File: src/rtl/gshare_branch_predictor.sv
// Gshare direction predictor: a PHT of 2-bit counters indexed by PC XOR global history.
// Define GSHARE_PREDICTOR_STATS_EN to build the lookup/mispredict event counters.
module gshare_branch_predictor #(
    parameter int INDEX_BITS = 6,
    parameter int GHR_BITS   = 6
) (
    input  logic                clk,
    input  logic                rst_n,
    input  logic                req_valid,
    input  logic [31:0]         req_pc,
    output logic                pred_taken,
    output logic [GHR_BITS-1:0] pred_ghr,
    input  logic                upd_valid,
    input  logic [31:0]         upd_pc,
    input  logic [GHR_BITS-1:0] upd_ghr,
    input  logic                upd_prediction,
    input  logic                upd_outcome,
    output logic                ready,
    output logic [31:0]         stat_lookups,
    output logic [31:0]         stat_mispredicts
);

    localparam int ENTRIES = 1 << INDEX_BITS;

    typedef enum logic {
        INIT,
        READY
    } state_t;

    state_t                state_q, state_d;
    logic [INDEX_BITS-1:0] initIdx_q, initIdx_d;
    logic [GHR_BITS-1:0]   ghr_q, ghr_d;
    logic [1:0]            pht_q [ENTRIES];

    logic [INDEX_BITS-1:0] lookupIdx;
    logic [INDEX_BITS-1:0] updIdx;
    logic [1:0]            updCounter;
    logic [1:0]            updCounterNext;
    logic                  lookupAccept;
    logic                  updAccept;
    logic                  mispredict;
    logic                  unusedPcBits;

    assign ready        = (state_q == READY);
    assign lookupIdx    = req_pc[INDEX_BITS+1:2] ^ INDEX_BITS'(ghr_q);
    assign updIdx       = upd_pc[INDEX_BITS+1:2] ^ INDEX_BITS'(upd_ghr);
    assign lookupAccept = req_valid & ready;
    assign updAccept    = upd_valid & ready;
    assign mispredict   = updAccept & (upd_prediction != upd_outcome);
    assign pred_taken   = ready & pht_q[lookupIdx][1];
    assign pred_ghr     = ghr_q;
    assign updCounter   = pht_q[updIdx];
    assign unusedPcBits = ^{req_pc[31:INDEX_BITS+2], req_pc[1:0],
                            upd_pc[31:INDEX_BITS+2], upd_pc[1:0]};

    always_comb begin
        state_d   = state_q;
        initIdx_d = initIdx_q;
        case (state_q)
            INIT: begin
                initIdx_d = initIdx_q + INDEX_BITS'(1);
                if (&initIdx_q) begin
                    state_d = READY;
                end
            end
            READY: state_d = READY;
            default: state_d = INIT;
        endcase
    end

    // A resolved mispredict repairs history and wins over the wrong-path speculative shift.
    always_comb begin
        ghr_d = ghr_q;
        if (mispredict) begin
            ghr_d = {upd_ghr[GHR_BITS-2:0], upd_outcome};
        end else if (lookupAccept) begin
            ghr_d = {ghr_q[GHR_BITS-2:0], pred_taken};
        end
    end

    always_comb begin
        updCounterNext = updCounter;
        if (upd_outcome) begin
            if (updCounter != 2'b11) begin
                updCounterNext = updCounter + 2'd1;
            end
        end else begin
            if (updCounter != 2'b00) begin
                updCounterNext = updCounter - 2'd1;
            end
        end
    end

    always_ff @(posedge clk) begin
        if (!rst_n) begin
            state_q   <= INIT;
            initIdx_q <= '0;
            ghr_q     <= '0;
        end else begin
            state_q   <= state_d;
            initIdx_q <= initIdx_d;
            ghr_q     <= ghr_d;
        end
    end

    // The PHT is not reset; the INIT sweep writes every entry to weakly not-taken instead.
    always_ff @(posedge clk) begin
        if (rst_n) begin
            if (state_q == INIT) begin
                pht_q[initIdx_q] <= 2'b01;
            end else if (updAccept) begin
                pht_q[updIdx] <= updCounterNext;
            end
        end
    end

`ifdef GSHARE_PREDICTOR_STATS_EN
    logic [31:0] lookups_q;
    logic [31:0] mispredicts_q;

    always_ff @(posedge clk) begin
        if (!rst_n) begin
            lookups_q     <= '0;
            mispredicts_q <= '0;
        end else begin
            if (lookupAccept) begin
                lookups_q <= lookups_q + 32'd1;
            end
            if (mispredict) begin
                mispredicts_q <= mispredicts_q + 32'd1;
            end
        end
    end

    assign stat_lookups     = lookups_q;
    assign stat_mispredicts = mispredicts_q;
`else
    assign stat_lookups     = '0;
    assign stat_mispredicts = '0;
`endif

endmodule

File: config.mk
export PLATFORM = sky130hd
export DESIGN_NAME = gshare_branch_predictor
export DESIGN_NICKNAME = d
export VERILOG_FILES = /design/src/rtl/gshare_branch_predictor.sv
export SDC_FILE = /design/constraint.sdc
export NUM_CORES = 1
export LEC_CHECK = 0
export ABC_AREA = 1
export BUFFER_PORTS_ARGS = -buffer_cell sky130_fd_sc_hd__buf_2
export CAP_MARGIN = 40
export CORE_MARGIN = 10
export CORE_UTILIZATION = 30
export DETAILED_ROUTE_END_ITERATION = 7
export SLEW_MARGIN = 10
export SYNTH_ARGS = -nofsm -noshare
export SYNTH_HDL_FRONTEND = slang
export SYNTH_SLANG_ARGS = --single-unit
File: constraint.sdc
create_clock -name clk -period 6.2 [get_ports clk]
set_input_delay 0.31 -clock clk [delete_from_list [all_inputs] [get_ports clk]]
set_output_delay 0.31 -clock clk [all_outputs]
set_load 0.02 [all_outputs]
# Yosys cells after proc, flatten, opt, wreduce, memory -nomap -nowiden
# Memory sizes are Yosys's and may differ from the RTL's.
# Cells that the tools add are included.
[classes] addsub=3 bitwise=7 n_shift=0 n_mul=0 n_lt_le_gt_ge=0 n_eq_ne=2 n_reduce_logical=4 muxes=17 div=0
[ops] cell="$mux 6" count=3
[ops] cell="$xor 6x6->6" count=2
[ops] cell="$mux 1" count=9
[ops] cell="$mux 2" count=4
[ops] cell="$add 6x1->6 const B" count=1
[ops] cell="$reduce_and 6->1" count=1
[ops] cell="$and 1x1->1" count=4
[ops] cell="$reduce_bool 2->1" count=2
[ops] cell="$add 2x1->2 const B" count=1
[ops] cell="$ne 2x2->1 const B" count=1
[ops] cell="$pmux 1 s2" count=1
[ops] cell="$reduce_or 2->1" count=1
[ops] cell="$sub 2x1->2 const B" count=1
[ops] cell="$ne 1x1->1" count=1
[ops] cell="$not 1->1" count=1
[totals] latchBits=0 inputBits=76 out_inout_bits=72 romBits=0 regBits=13 word_cells=37 n_memories=1 mem_bits_rw=128
[mem_list] name="pht_q" depth=64 width=2 rd=2 rd_ports_with_merged_regs=0 wr=1 line="33" text="logic [1:0] pht_q [ENTRIES];"

# Longest topological paths before layout
[depth] depth_word=7 depth_mapped=15 depth_no_buf=13

# Worst setup path after synthesis
# OpenSTA, ideal clock, no wires.
[synth_path] path_type="input-to-reg" start="in upd_ghr[1]" end="mem pht_q[0][1], data pin" required_ns=5.697 path_stages=12 setup_ns=0.503 path_buffers=1 path_slack_ns=2.829 arrival_ns=2.868 path_cell_list="xnor2_2 inv_2 buf_2 nand3_1 nand3_1 nand3_1 nand3_1 nand3_1 nand2_1 nand2_1 nand2_1 nor2_1"
[synth_via] elab_chain_len=6 elab_cells_between_ends=10 cone_classes="add/sub (2); eq/ne (1); mux (4); bitwise (1); reduce/logical (1); memory (1)"
[synth_lines] element="from (decl)" line="15" text="input logic [GHR_BITS-1:0] upd_ghr,"
[synth_lines] element="$xor 6x6->6 (*)" line="46" text="assign updIdx = upd_pc[INDEX_BITS+1:2] ^ INDEX_BITS'(upd_ghr);"
[synth_lines] element="$mem_v2 64x2 (*)"
[synth_lines] element="$sub 2x1->2 (tied with other cells)" line="89" text="updCounterNext = updCounter - 2'd1;"
[synth_lines] element="$mux 2 (on tied branches)" line="88, 84"
[synth_lines] element="$mux 2 (*)" line="83" text="if (upd_outcome) begin"
[synth_lines] element="$mux 2 (no line) (*)"
[synth_lines] element="to (decl)" line="33"
# Every way passes the cells marked *; elsewhere a longest branch is shown, timed or not.

# Worst setup path in the final report
[layout_path] start="in upd_ghr[0]" end="mem pht_q[51][1], data pin"
# Same word-level chain as after synthesis.

==> results.py <==
metrics = {
    "clocking": {
        "clk_latency_ps": 430,
        "htree_levels": 4,
        "cts_root_buf": "clkbuf_16",
        "cts-buffers-inserted": 17,
        "cts_setup_buffers": 0,
        "clk_pin_slew_worst_paths_ps": 60,
        "tritoncts": "done",
        "cts_hold_buf": 0,
        "ctsLongestPathBuffers": 2,
        "cts_resized": 0,
        "cts.sinks": 141,
    },
    "worst_hold_path": {
        "holdCritPathClass": "primary input to flip-flop",
    },
    "placement": {
        "place_ws_ps": 2300,
        "post_dp_cell_area_um2": 7820,
        "place_inst": 1171,
        "dp.final_hpwl_mm": 13.5,
        "port_buffers": 31,
        "gp_congestion": 0.872,
    },
    "worst_setup_path": {
        "crit_buf_inv": 4,
        "cp_cell_sequence": "buf_2 > inv_2 > nand2_1 > nand2_2 > buf_4 > nand2_1 > nand3_1 > nand3_1 > nand3_1 > nand3_1 > nand3_1 > nand2_1 > nand2_1 > nand2_1 > nor2_4 > buf_4",
        "cp.arrival_ps": 3660,
        "cp-end-kind": "flip-flop",
        "cp_max_fo": 36,
        "slowest_stage": "nor2_4",
        "cp.required_ps": 6410,
        "crit_family": "simple AND/OR/NAND/NOR gates",
        "path_class": "primary input to flip-flop",
        "cp-start-kind": "primary input",
        "regToRegSetupSlack_ps": 3540,
        "cpPeakStageDelay_ps": 610,
    },
    "logic_synthesis": {
        "synth.area.top_cells": "edfxtp_1 (51%), nand3_1 (13%), nand2_1 (12%)",
        "syn_inst": 832,
        "seq_area_frac_synth_pct": 54.3,
        "synth_area_per_cell_um2": 9.08,
        "ys_ff_latch": 141,
        "synth_top_area_share_pct": 50.9,
        "syn_area_um2": 7560,
        "synth_top_cell_by_area": "edfxtp_1",
        "yosysWarningCount": 0,
        "synth_cell_types": 34,
    },
    "routing": {
        "drtIter0Drc": 553,
        "via_per_inst": 4.97,
        "ant_nets": 0,
        "routed_wl_mm": 21.0,
        "vias": 5983,
        "drc_errors": 0,
        "firstDrtPassIters": 5,
        "wl_per_cell_um": 17.4,
    },
    "finish": {
        "fin_cells": 1203,
        "diodes": 0,
        "layout-drive-gt1-share_pct": 11.5,
        "area_growth_pct": 11.4,
        "final_util_pct": 33.7,
        "final_common_cell": "nand2_1",
        "design_area_um2": 8420,
        "nets": 937,
        "final_cell_mix": "nand2_1 (231), nand3_1 (196), edfxtp_1 (128)",
    },
    "outcome": {
        "status": "finished clean",
    },
    "floorplanning": {
        "die_height_um": 179,
        "ioPinCount": 148,
        "core-area_um2": 25000,
        "die_w_um": 179,
        "dieArea_um2": 31900,
        "start_util_pct": 30.3,
        "rows": 58,
    },
    "sta": {
        "slew_violations": 0,
        "setup_ws_ps": 2750,
        "finalHoldViolCount": 0,
        "rsz0062_at_grt": "false",
        "slew_headroom_pct": 49.0,
        "finalSetupViolCount": 0,
        "max_freq_mhz": 289,
        "worst_slew_pin_slew_ps": 765,
        "fin_crit_sh_pct": 55.7,
        "fin_setup_tns_ps": 0,
        "skew_ps": 9.87,
        "whs_ps": 157,
        "min_period_ps": 3450,
    },
    "grt": {
        "grt_overflow_total": 0,
        "grt_max_degree": 65,
        "grt-busiest-layer": "met2",
        "grt_pass1_wl_mm": 31.2,
        "antenna_found_initial": 0,
        "track_usage_pct": 12.9,
        "grt_pass1_vias": 5472,
        "grtUsageMet1_pct": 16.1,
        "grtUsageMet3_pct": 3.16,
        "met2_usage_pct": 20.9,
    },
    "power": {
        "irDropWorstVdd_v": 0.000185,
        "p_leak_nw": 3.24,
        "powerDensity_nw_per_um2": 276,
        "power.total_mw": 2.32,
    },
    "run": {
        "max_cap_viol_count": 0,
    },
}
## synth_stat cells
cell type,count
a21oi_1,6
a21oi_2,1
a31oi_1,6
buf_2,22
buf_4,69
buf_6,3
clkbuf_1,1
conb_1,1
dfxtp_1,13
edfxtp_1,128
ha_1,1
inv_1,29
inv_2,6
nand2_1,232
nand2_2,3
nand3_1,196
nand3_2,1
nand4_1,6
nand4_2,5
nor2_1,65
nor2_2,2
nor3_1,3
nor4_1,8
o211ai_1,2
o21a_1,1
o21ai_0,4
o21ai_1,2
o21ai_4,3
o21bai_1,1
o22ai_1,1
xnor2_1,6
xnor2_2,3
xnor2_4,1
xor2_2,1
## state kept, by name (all words and copies together), names as in the netlist
| signal | cells |
|---|---|
| initIdx_q | 6 |
| ready | 1 |
| pht_q | 128 |
| pred_ghr | 6 |
## layout make-up
| cell class | instances | area [um2] |
|---|---|---|
| tap | 330 | 413 |
| fill | 2526 | 16500 |
| clock inverter | 15 | 171 |
| inverter | 35 | 131 |
| timing repair buffer | 41 | 258 |
| sequential | 141 | 4100 |
| clock buffer | 17 | 425 |
| multi-input combinational | 624 | 2910 |
## metal layers
layer | share of wire [%] | up-vias
met2 | 46 | 309
met4 | 2.5 | 0
met5 | 0 | -
met1 | 40 | 2836
met3 | 11 | 41
li1 | - | 2797
## cell families (layout without fill, tap and decap cells)
kind of cell	Yosys count	count (layout)	share of synthesized area, %
flip-flops	141	141	54.3
buffers and inverters	130	108	10.5
AO/OA/AOI/OAI	27	27	2.53
XOR/XNOR	11	11	1.92
other	1	64	0.0496
adder cells (fa/ha/maj)	1	1	0.166
AND/OR/NAND/NOR	521	521	30.5
## worst reg2reg max path, cell delays in order (launching register included)
cell,delay (ps)
dfxtp_1,500
nand2_2,130
nor2_2,130
inv_2,150
nand2_1,140
o21ai_4,110
inv_2,190
nand4_1,570
nor2_1,420
## path summary, 6_finish.rpt
check                                 start                   endpoint  cells past startpoint
hold reg to reg   initIdx_q[5]$_SDFFE_PN0N_  initIdx_q[5]$_SDFFE_PN0N_                      2
setup reg to reg           ready$_SDFF_PN0_     pht_q[25][1]$_DFFE_PP_                      8
setup / recovery                 upd_ghr[0]     pht_q[51][1]$_DFFE_PP_                     16
hold / removal                        rst_n  initIdx_q[1]$_SDFFE_PN0N_                      3
## report_power, final
part           switching (mW)  internal [mW]  leakage, nW  total [mW]
clock                   0.400          0.630        0.287        1.03
combinational           0.199         0.0666         1.45       0.266
sequential            0.00260           1.02         1.50        1.03
No activity file was read; power rests on OpenSTA's default activity.
